## src/rtl/cpu_types_pkg.sv

```systemverilog
// Shared types for the cache/RAM arbitration slice: data word, RAM handshake
// states and arbiter FSM states.
package cpu_types_pkg;

   typedef logic [31:0] word_t;

   typedef enum logic [1:0] {
      FREE   = 2'd0,
      BUSY   = 2'd1,
      ACCESS = 2'd2,
      ERROR  = 2'd3
   } ramstate_t;

   typedef enum logic [1:0] {
      IDLE   = 2'd0,
      IGRANT = 2'd1,
      DGRANT = 2'd2
   } arb_state_t;

   // A hung or failed access is released the same way as a RAM-reported error.
   function automatic logic is_fault(input ramstate_t rs, input logic expire);
      return (rs == ERROR) || expire;
   endfunction

endpackage

```

## src/rtl/arb_watchdog.sv

```systemverilog
// Bus watchdog: counts cycles while enabled and flags expiry on the
// TIMEOUT-th cycle so a hung RAM access can be forcibly released.
module arb_watchdog #(
   parameter int TIMEOUT = 64
)(
   input  logic CLK,
   input  logic nRST,
   input  logic clear,
   input  logic enable,
   output logic expire
);

   localparam int TW = $clog2(TIMEOUT + 1);
   localparam logic [TW-1:0] LIMIT = TW'(TIMEOUT - 1);
   localparam logic [TW-1:0] ONE   = TW'(1);

   logic [TW-1:0] timer_r;

   assign expire = enable && (timer_r == LIMIT);

   // Cycle counter, held at the limit so it cannot wrap before the FSM leaves the grant.
   always_ff @(posedge CLK) begin
      if (!nRST) begin
         timer_r <= '0;
      end else if (clear) begin
         timer_r <= '0;
      end else if (enable && (timer_r != LIMIT)) begin
         timer_r <= timer_r + ONE;
      end else begin
         timer_r <= timer_r;
      end
   end

endmodule

```

## src/rtl/cache_mem_arbiter.sv

```systemverilog
// Shares one RAM port between icache and dcache with a bus watchdog.
// Define ARB_FAIR_EN to alternate grants under contention (default: dcache priority).
module cache_mem_arbiter
   import cpu_types_pkg::*;
#(
   parameter int    TIMEOUT  = 64,
   parameter word_t ERR_WORD = 32'hBAD1BAD1
)(
   input  logic      CLK,
   input  logic      nRST,
   input  logic      iREN,
   input  word_t     iaddr,
   output logic      iwait,
   output word_t     iload,
   input  logic      dREN,
   input  logic      dWEN,
   input  word_t     daddr,
   input  word_t     dstore,
   output logic      dwait,
   output word_t     dload,
   output logic      ramREN,
   output logic      ramWEN,
   output word_t     ramaddr,
   output word_t     ramstore,
   input  word_t     ramload,
   input  ramstate_t ramstate,
   output logic      arb_err
);

   arb_state_t state_r, state_s;
   logic       expire_s;
   logic       err_set_s;
   logic       i_first_s;
   logic       in_idle_s;
   logic       in_grant_s;
`ifdef ARB_FAIR_EN
   logic       last_d_r, last_d_s;
`endif

   assign in_idle_s  = (state_r == IDLE);
   assign in_grant_s = (state_r != IDLE);

   arb_watchdog #(.TIMEOUT(TIMEOUT)) u_wdog (
      .CLK    (CLK),
      .nRST   (nRST),
      .clear  (in_idle_s),
      .enable (in_grant_s),
      .expire (expire_s)
   );

   // State, sticky error flag and (when fair) the last served requester.
   always_ff @(posedge CLK) begin
      if (!nRST) begin
         state_r  <= IDLE;
         arb_err  <= 1'b0;
`ifdef ARB_FAIR_EN
         last_d_r <= 1'b0;
`endif
      end else begin
         state_r  <= state_s;
         arb_err  <= arb_err | err_set_s;
`ifdef ARB_FAIR_EN
         last_d_r <= last_d_s;
`endif
      end
   end

   // Icache jumps the queue only when dcache was served last and icache is waiting.
   always_comb begin
`ifdef ARB_FAIR_EN
      i_first_s = last_d_r & iREN;
`else
      i_first_s = 1'b0;
`endif
   end

   // Next-state and RAM/cache outputs, all decoded from the current state.
   always_comb begin
      state_s   = state_r;
      err_set_s = 1'b0;
      iwait     = 1'b1;
      dwait     = 1'b1;
      iload     = 32'h0000_0000;
      dload     = 32'h0000_0000;
      ramREN    = 1'b0;
      ramWEN    = 1'b0;
      ramaddr   = 32'h0000_0000;
      ramstore  = 32'h0000_0000;
`ifdef ARB_FAIR_EN
      last_d_s  = last_d_r;
`endif
      case (state_r)
         IDLE: begin
            if (i_first_s) begin
               state_s = IGRANT;
            end else if (dREN || dWEN) begin
               state_s = DGRANT;
            end else if (iREN) begin
               state_s = IGRANT;
            end else begin
               state_s = IDLE;
            end
         end
         IGRANT: begin
            if (!iREN) begin
               state_s = IDLE;
            end else begin
               ramREN  = 1'b1;
               ramaddr = iaddr;
               if (ramstate == ACCESS) begin
                  iwait   = 1'b0;
                  iload   = ramload;
                  state_s = IDLE;
`ifdef ARB_FAIR_EN
                  last_d_s = 1'b0;
`endif
               end else if (is_fault(ramstate, expire_s)) begin
                  iwait     = 1'b0;
                  iload     = ERR_WORD;
                  err_set_s = 1'b1;
                  state_s   = IDLE;
`ifdef ARB_FAIR_EN
                  last_d_s  = 1'b0;
`endif
               end else begin
                  state_s = IGRANT;
               end
            end
         end
         DGRANT: begin
            if (!(dREN || dWEN)) begin
               state_s = IDLE;
            end else begin
               // A simultaneous read and write is issued as the write.
               ramWEN   = dWEN;
               ramREN   = dREN & ~dWEN;
               ramaddr  = daddr;
               ramstore = dstore;
               if (ramstate == ACCESS) begin
                  dwait   = 1'b0;
                  dload   = ramload;
                  state_s = IDLE;
`ifdef ARB_FAIR_EN
                  last_d_s = 1'b1;
`endif
               end else if (is_fault(ramstate, expire_s)) begin
                  dwait     = 1'b0;
                  dload     = ERR_WORD;
                  err_set_s = 1'b1;
                  state_s   = IDLE;
`ifdef ARB_FAIR_EN
                  last_d_s  = 1'b1;
`endif
               end else begin
                  state_s = DGRANT;
               end
            end
         end
         default: begin
            state_s = IDLE;
         end
      endcase
   end

endmodule

```

## config.mk

```make
export PLATFORM = sky130hd
export DESIGN_NAME = cache_mem_arbiter
export DESIGN_NICKNAME = d
export VERILOG_FILES = /design/src/rtl/cpu_types_pkg.sv /design/src/rtl/arb_watchdog.sv /design/src/rtl/cache_mem_arbiter.sv
export SDC_FILE = /design/constraint.sdc
export NUM_CORES = 1
export LEC_CHECK = 0
export ABC_AREA = 0
export CAP_MARGIN = 10
export CORE_AREA = 3 3 103 105
export DETAILED_ROUTE_END_ITERATION = 10
export DIE_AREA = 0 0 106 108
export PLACE_DENSITY = 0.77
export SYNTH_ARGS = -nofsm -noshare
export SYNTH_HDL_FRONTEND = slang
export SYNTH_SLANG_ARGS = --single-unit
```

## constraint.sdc

```tcl
create_clock -name CLK -period 3.9 [get_ports CLK]
set_input_delay 0.78 -clock CLK [delete_from_list [all_inputs] [get_ports CLK]]
set_output_delay 0.78 -clock CLK [all_outputs]
set_load 0.01 [all_outputs]
```

# Word level (Yosys, flattened, before mapping)
# Cells that the tools add are included.
[word_totals]
ff_bits = 10
wordCells = 57
[classes]
n_addsub = 1
n_eq_ne = 6
muxes = 36
bitwise_logic = 4
n_reduce_logical = 7
[ops]
columns = ["op", "n"]
rows = [
  ["$mux 32", 10],
  ["$pmux 32 s2", 1],
  ["$mux 1", 18],
  ["$mux 2", 4],
  ["$add 7x1->7 const B", 1],
  ["$eq 7x6->1 const B", 1],
  ["$ne 7x6->1 const B", 1],
  ["$eq 2x2->1 const B", 3],
  ["$pmux 2 s3", 1],
  ["$pmux 1 s2", 2],
  ["$eq 2x1->1 const B", 1],
  ["$logic_and 1x1->1", 2],
  ["$logic_not 2->1", 1],
  ["$logic_or 1x1->1", 2],
  ["$not 1->1", 2],
  ["$reduce_bool 2->1", 1],
  ["$reduce_or 2->1", 1],
  ["$and 1x1->1", 1],
  ["$or 1x1->1", 1],
]

# Depth between registers and ports, before layout
[logic_depth]
depth_word = 8
depth_mapped = 7

# Hierarchy
# From an unflattened synthesis, not the netlist that was laid out.
[hier_totals]
cells_unflattened = 276
area_unflattened_um2 = 1864.3
[modules_own_cells]
columns = ["module", "instances", "cells_each", "area_each_um2"]
rows = [
  ["cache_mem_arbiter", 1, 235, 1508.9],
  ["arb_watchdog", 1, 41, 355.3],
]

# Least setup slack after synthesis
# No wires, ideal clock.
[synth_timing]
path_type = "input to output"
start = "input dWEN"
end = "output dload[15]"
arrival_ns = 1.668
slack_ns = 1.452
cell_stages = 3
path_buffers = 1
cell_sequence = "o21ai_1 clkbuf_1 nor3_1"
[synth_between]
elab_chain_cells = 3
[synth_lines]
columns = ["item", "line_no", "text"]
rows = [
  ["from (decl)", "cache_mem_arbiter.sv:16", "input logic dWEN,"],
  ["$logic_or 1x1->1", "cache_mem_arbiter.sv:131", "if (!(dREN || dWEN)) begin"],
  ["$mux 32", "cache_mem_arbiter.sv:131", ""],
  ["$mux 32", "cache_mem_arbiter.sv:92", "case (state_r)"],
  ["to (decl)", "cache_mem_arbiter.sv:20", "output word_t dload,"],
]
# No other way between the ends.

# Worst setup path after layout
[layout_timing]
start = "input dWEN"
end = "output ramaddr[17]"
[layout_between]
elab_chain_cells = 3
[layout_lines]
columns = ["item", "line_no", "text"]
rows = [
  ["$logic_or 1x1->1", "cache_mem_arbiter.sv:131", ""],
  ["$mux 32", "cache_mem_arbiter.sv:131", ""],
  ["$pmux 32 s2", "cache_mem_arbiter.sv:92", ""],
  ["to (decl)", "cache_mem_arbiter.sv:23", "output word_t ramaddr,"],
]
# No other way between the ends.

==> flow_summary.toml <==
[die]
rows = 36
initial_utilization_pct = 19.15
die_x_um = 106
die-area_um2 = 11450
ioPinCount = 268
die_h_um = 108
core_um2 = 9729

[worst_setup_path]
end_kind = "output pin"
worstSetupStartpointType = "input pin"
crit_path_max_fanout = 21
worstPathRequired_ns = 3.12
crit_start = "dWEN"
critPathKind = "input pin to output pin"
cp.arrival_ns = 2.71
r2r-start = "u_wdog.timer_r[0]"

[sta]
setup_tns_ns = 0
rsz0062_at_grt = "no"
slew_headroom_pct = 42.14
fin_skew_ns = 0.0006332
hold_violations = 0
period_share_pct = 89.57
max_freq_ghz = 0.2863
finalMaxSlewViolations = 0
period_minus_slack_ns = 3.493
tightest_slew_ns = 0.8678
hold_ws_ns = 0.4501
setup_viol = 0

[global_route]
grt_max_degree = 49
grt_first_pass_wirelength_um = 16170
met1_usage_pct = 19.17
grt_pass1_vias = 2982
overflow = 0
grtUsageMet3_pct = 4.060
use_met2_pct = 33.83
grt_antenna_before_repair = 0
grt.total_usage_pct = 17.66
busiest_layer = "met2"

[finish]
nets = 676
final_common_cell = "clkdlybuf4s50_1"
area_growth_pct = 152.8
drive_gt1_share_pct = 4.494
final_cell_mix = "267 x clkdlybuf4s50_1, 38 x and2_1, 36 x nor2b_1"
n_antenna_cell = 0

[worst_hold_path]
hold_path_class = "flop to flop"
hp-start = "arb_err"

[synth]
yosysUniqueCellTypes = 35
syn_avg_cell_area_um2 = 6.630
syn_area_um2 = 1863
seq_area_frac_synth_pct = 10.75
synth-seq-cells = 10
yosysWarningCount = 0
synth_nets = 421
syn_inst = 281

[clocking]
clock_tree.buffer_depth = 2
cts_root_buffer = "clkbuf_8"
post_cts_resized = 0
clock-sinks = 10
postCtsSetupBuffers = 0
numCtsBuffers = 3
path_clk_slew_ns = 0.04
tritoncts = "built"
postCtsHoldBufs = 0
htree_levels = 1
insertion_delay_ns = 0.24

[power]
switching_share_pct = 31.26
p_seq_share_pct = 17.7
p_int_mw = 0.4190
p_comb_share_pct = 64.7
power_per_cell_area_nw_per_um2 = 129.4
power_frac_clock_pct = 17.6
power_switching_mw = 0.1906
p_leak_nw = 1.697
vdd_ir_drop_max_mv = 0.07151

[detailed_routing]
ant_nets = 0
viasPerCell = 4.657
wl_um = 11290
drt_iter0_markers = 167
drt-pass1-iter-count = 4
vias = 3106
wl_per_cell_um = 16.93
post-route-drc-count = 0

[run]
maxCapViolations = 0

[placed_design]
gp_congestion = 0.8638
io_buffers = 267
dp_hpwl_um = 9326

[status]
status = "complete, no violations"
==> per-stage QoR <==
| step | setup WS, ns | instances | power, mW | cell area, µm² | util, % |
|---|---|---|---|---|---|
| floorplan | 1.452 | 281 | 0.2478 | 1863 | - |
| global placement | 0.4332 | 664 | 0.4987 | 4668 | 47.98 |
| detailed placement | 0.4144 | 664 | 0.5046 | 4668 | 47.98 |
| CTS | 0.4082 | 667 | 0.6156 | 4710 | 48.41 |
| global route | 0.2665 | 667 | 0.6456 | 4710 | 48.41 |
| finish | 0.4066 | 667 | 0.6096 | 4710 | 48.41 |
==> routing by layer <==
metal / routed length (µm) / part of all wire (%)
met5: 0 / 0
met4: 278 / 2.5
met3: 907 / 8.0
met2: 5958 / 53
met1: 4150 / 37
==> power groups by stage <==
stage	combinational, mW	sequential, mW	clock (mW)
global route	0.422	0.108	0.115
finish	0.394	0.108	0.107
detailed placement	0.395	0.110	0
CTS	0.397	0.108	0.110
floorplan	0.138	0.110	0
global placement	0.389	0.110	0
==> state kept, by name, indices dropped and copies added, names as in the netlist <==
name	count
u_wdog.timer_r	7
arb_err	1
state_r	2
==> worst max-delay path, stage by stage <==
cell and delay [ns]:
clkdlybuf4s50_1 0.53, o21a_2 0.33, buf_4 0.28, a22oi_1 0.10, nor2b_1 0.14, clkdlybuf4s50_1 0.55
==> cells in the mapped netlist <==
| cell | number | share of area, % |
|---|---|---|
| clkbuf_2 | 2 | 0.54 |
| a31oi_4 | 1 | 1.1 |
| and3_1 | 28 | 9.4 |
| and4_1 | 1 | 0.47 |
| a31o_2 | 1 | 0.47 |
| o21ai_0 | 4 | 1.1 |
| and2_1 | 38 | 13 |
| nand4b_1 | 1 | 0.47 |
| o2111ai_1 | 1 | 0.47 |
| o41ai_1 | 1 | 0.47 |
| o21a_1 | 1 | 0.40 |
| buf_6 | 3 | 1.8 |
| a31oi_1 | 1 | 0.34 |
| o211ai_1 | 1 | 0.40 |
| clkbuf_1 | 13 | 2.6 |
| nor3_2 | 6 | 3.2 |
| buf_2 | 10 | 2.7 |
| and4b_1 | 1 | 0.54 |
| a21boi_0 | 1 | 0.40 |
| nor3_1 | 33 | 8.9 |
| inv_1 | 5 | 1.0 |
| nand2b_1 | 4 | 1.3 |
| a211oi_1 | 2 | 0.81 |
| dfxtp_1 | 10 | 11 |
| a21oi_1 | 6 | 1.6 |
| a211o_1 | 1 | 0.47 |
| o21ai_1 | 2 | 0.54 |
| ha_1 | 5 | 3.4 |
| nand2_1 | 6 | 1.2 |
| nand3_1 | 1 | 0.27 |
| nor2b_1 | 36 | 12 |
| nor2_1 | 20 | 4.0 |
| a22oi_1 | 32 | 13 |
| nand4_1 | 2 | 0.67 |
| buf_4 | 1 | 0.40 |
==> layout make-up <==
type                       instances  area, µm²
clock buffer                       3      41.29
fill                             969       5020
inverter                           5      18.77
multi-input combinational        237       1495
sequential                        10      200.2
tap                              133      166.4
timing repair buffer             279       2788
==> path summary, 6_finish.rpt <==
check / cells past startpoint / slack (ns) / to
max reg2reg: 5 / 2.06 / arb_err
min reg2reg: 2 / 0.45 / arb_err
min: 2 / 0.45 / arb_err
max: 6 / 0.41 / ramaddr[17]
==> kinds of logic after synthesis <==
| kind of cell | count (synthesis) | share of synthesized area, % |
|---|---|---|
| compound gates | 55 | 21.49 |
| fa+ha+maj | 5 | 3.358 |
| buf+inv | 34 | 9.067 |
| flops | 10 | 10.75 |
| simple gates | 177 | 55.34 |
Note: power is estimated with default switching activity, not from simulation.
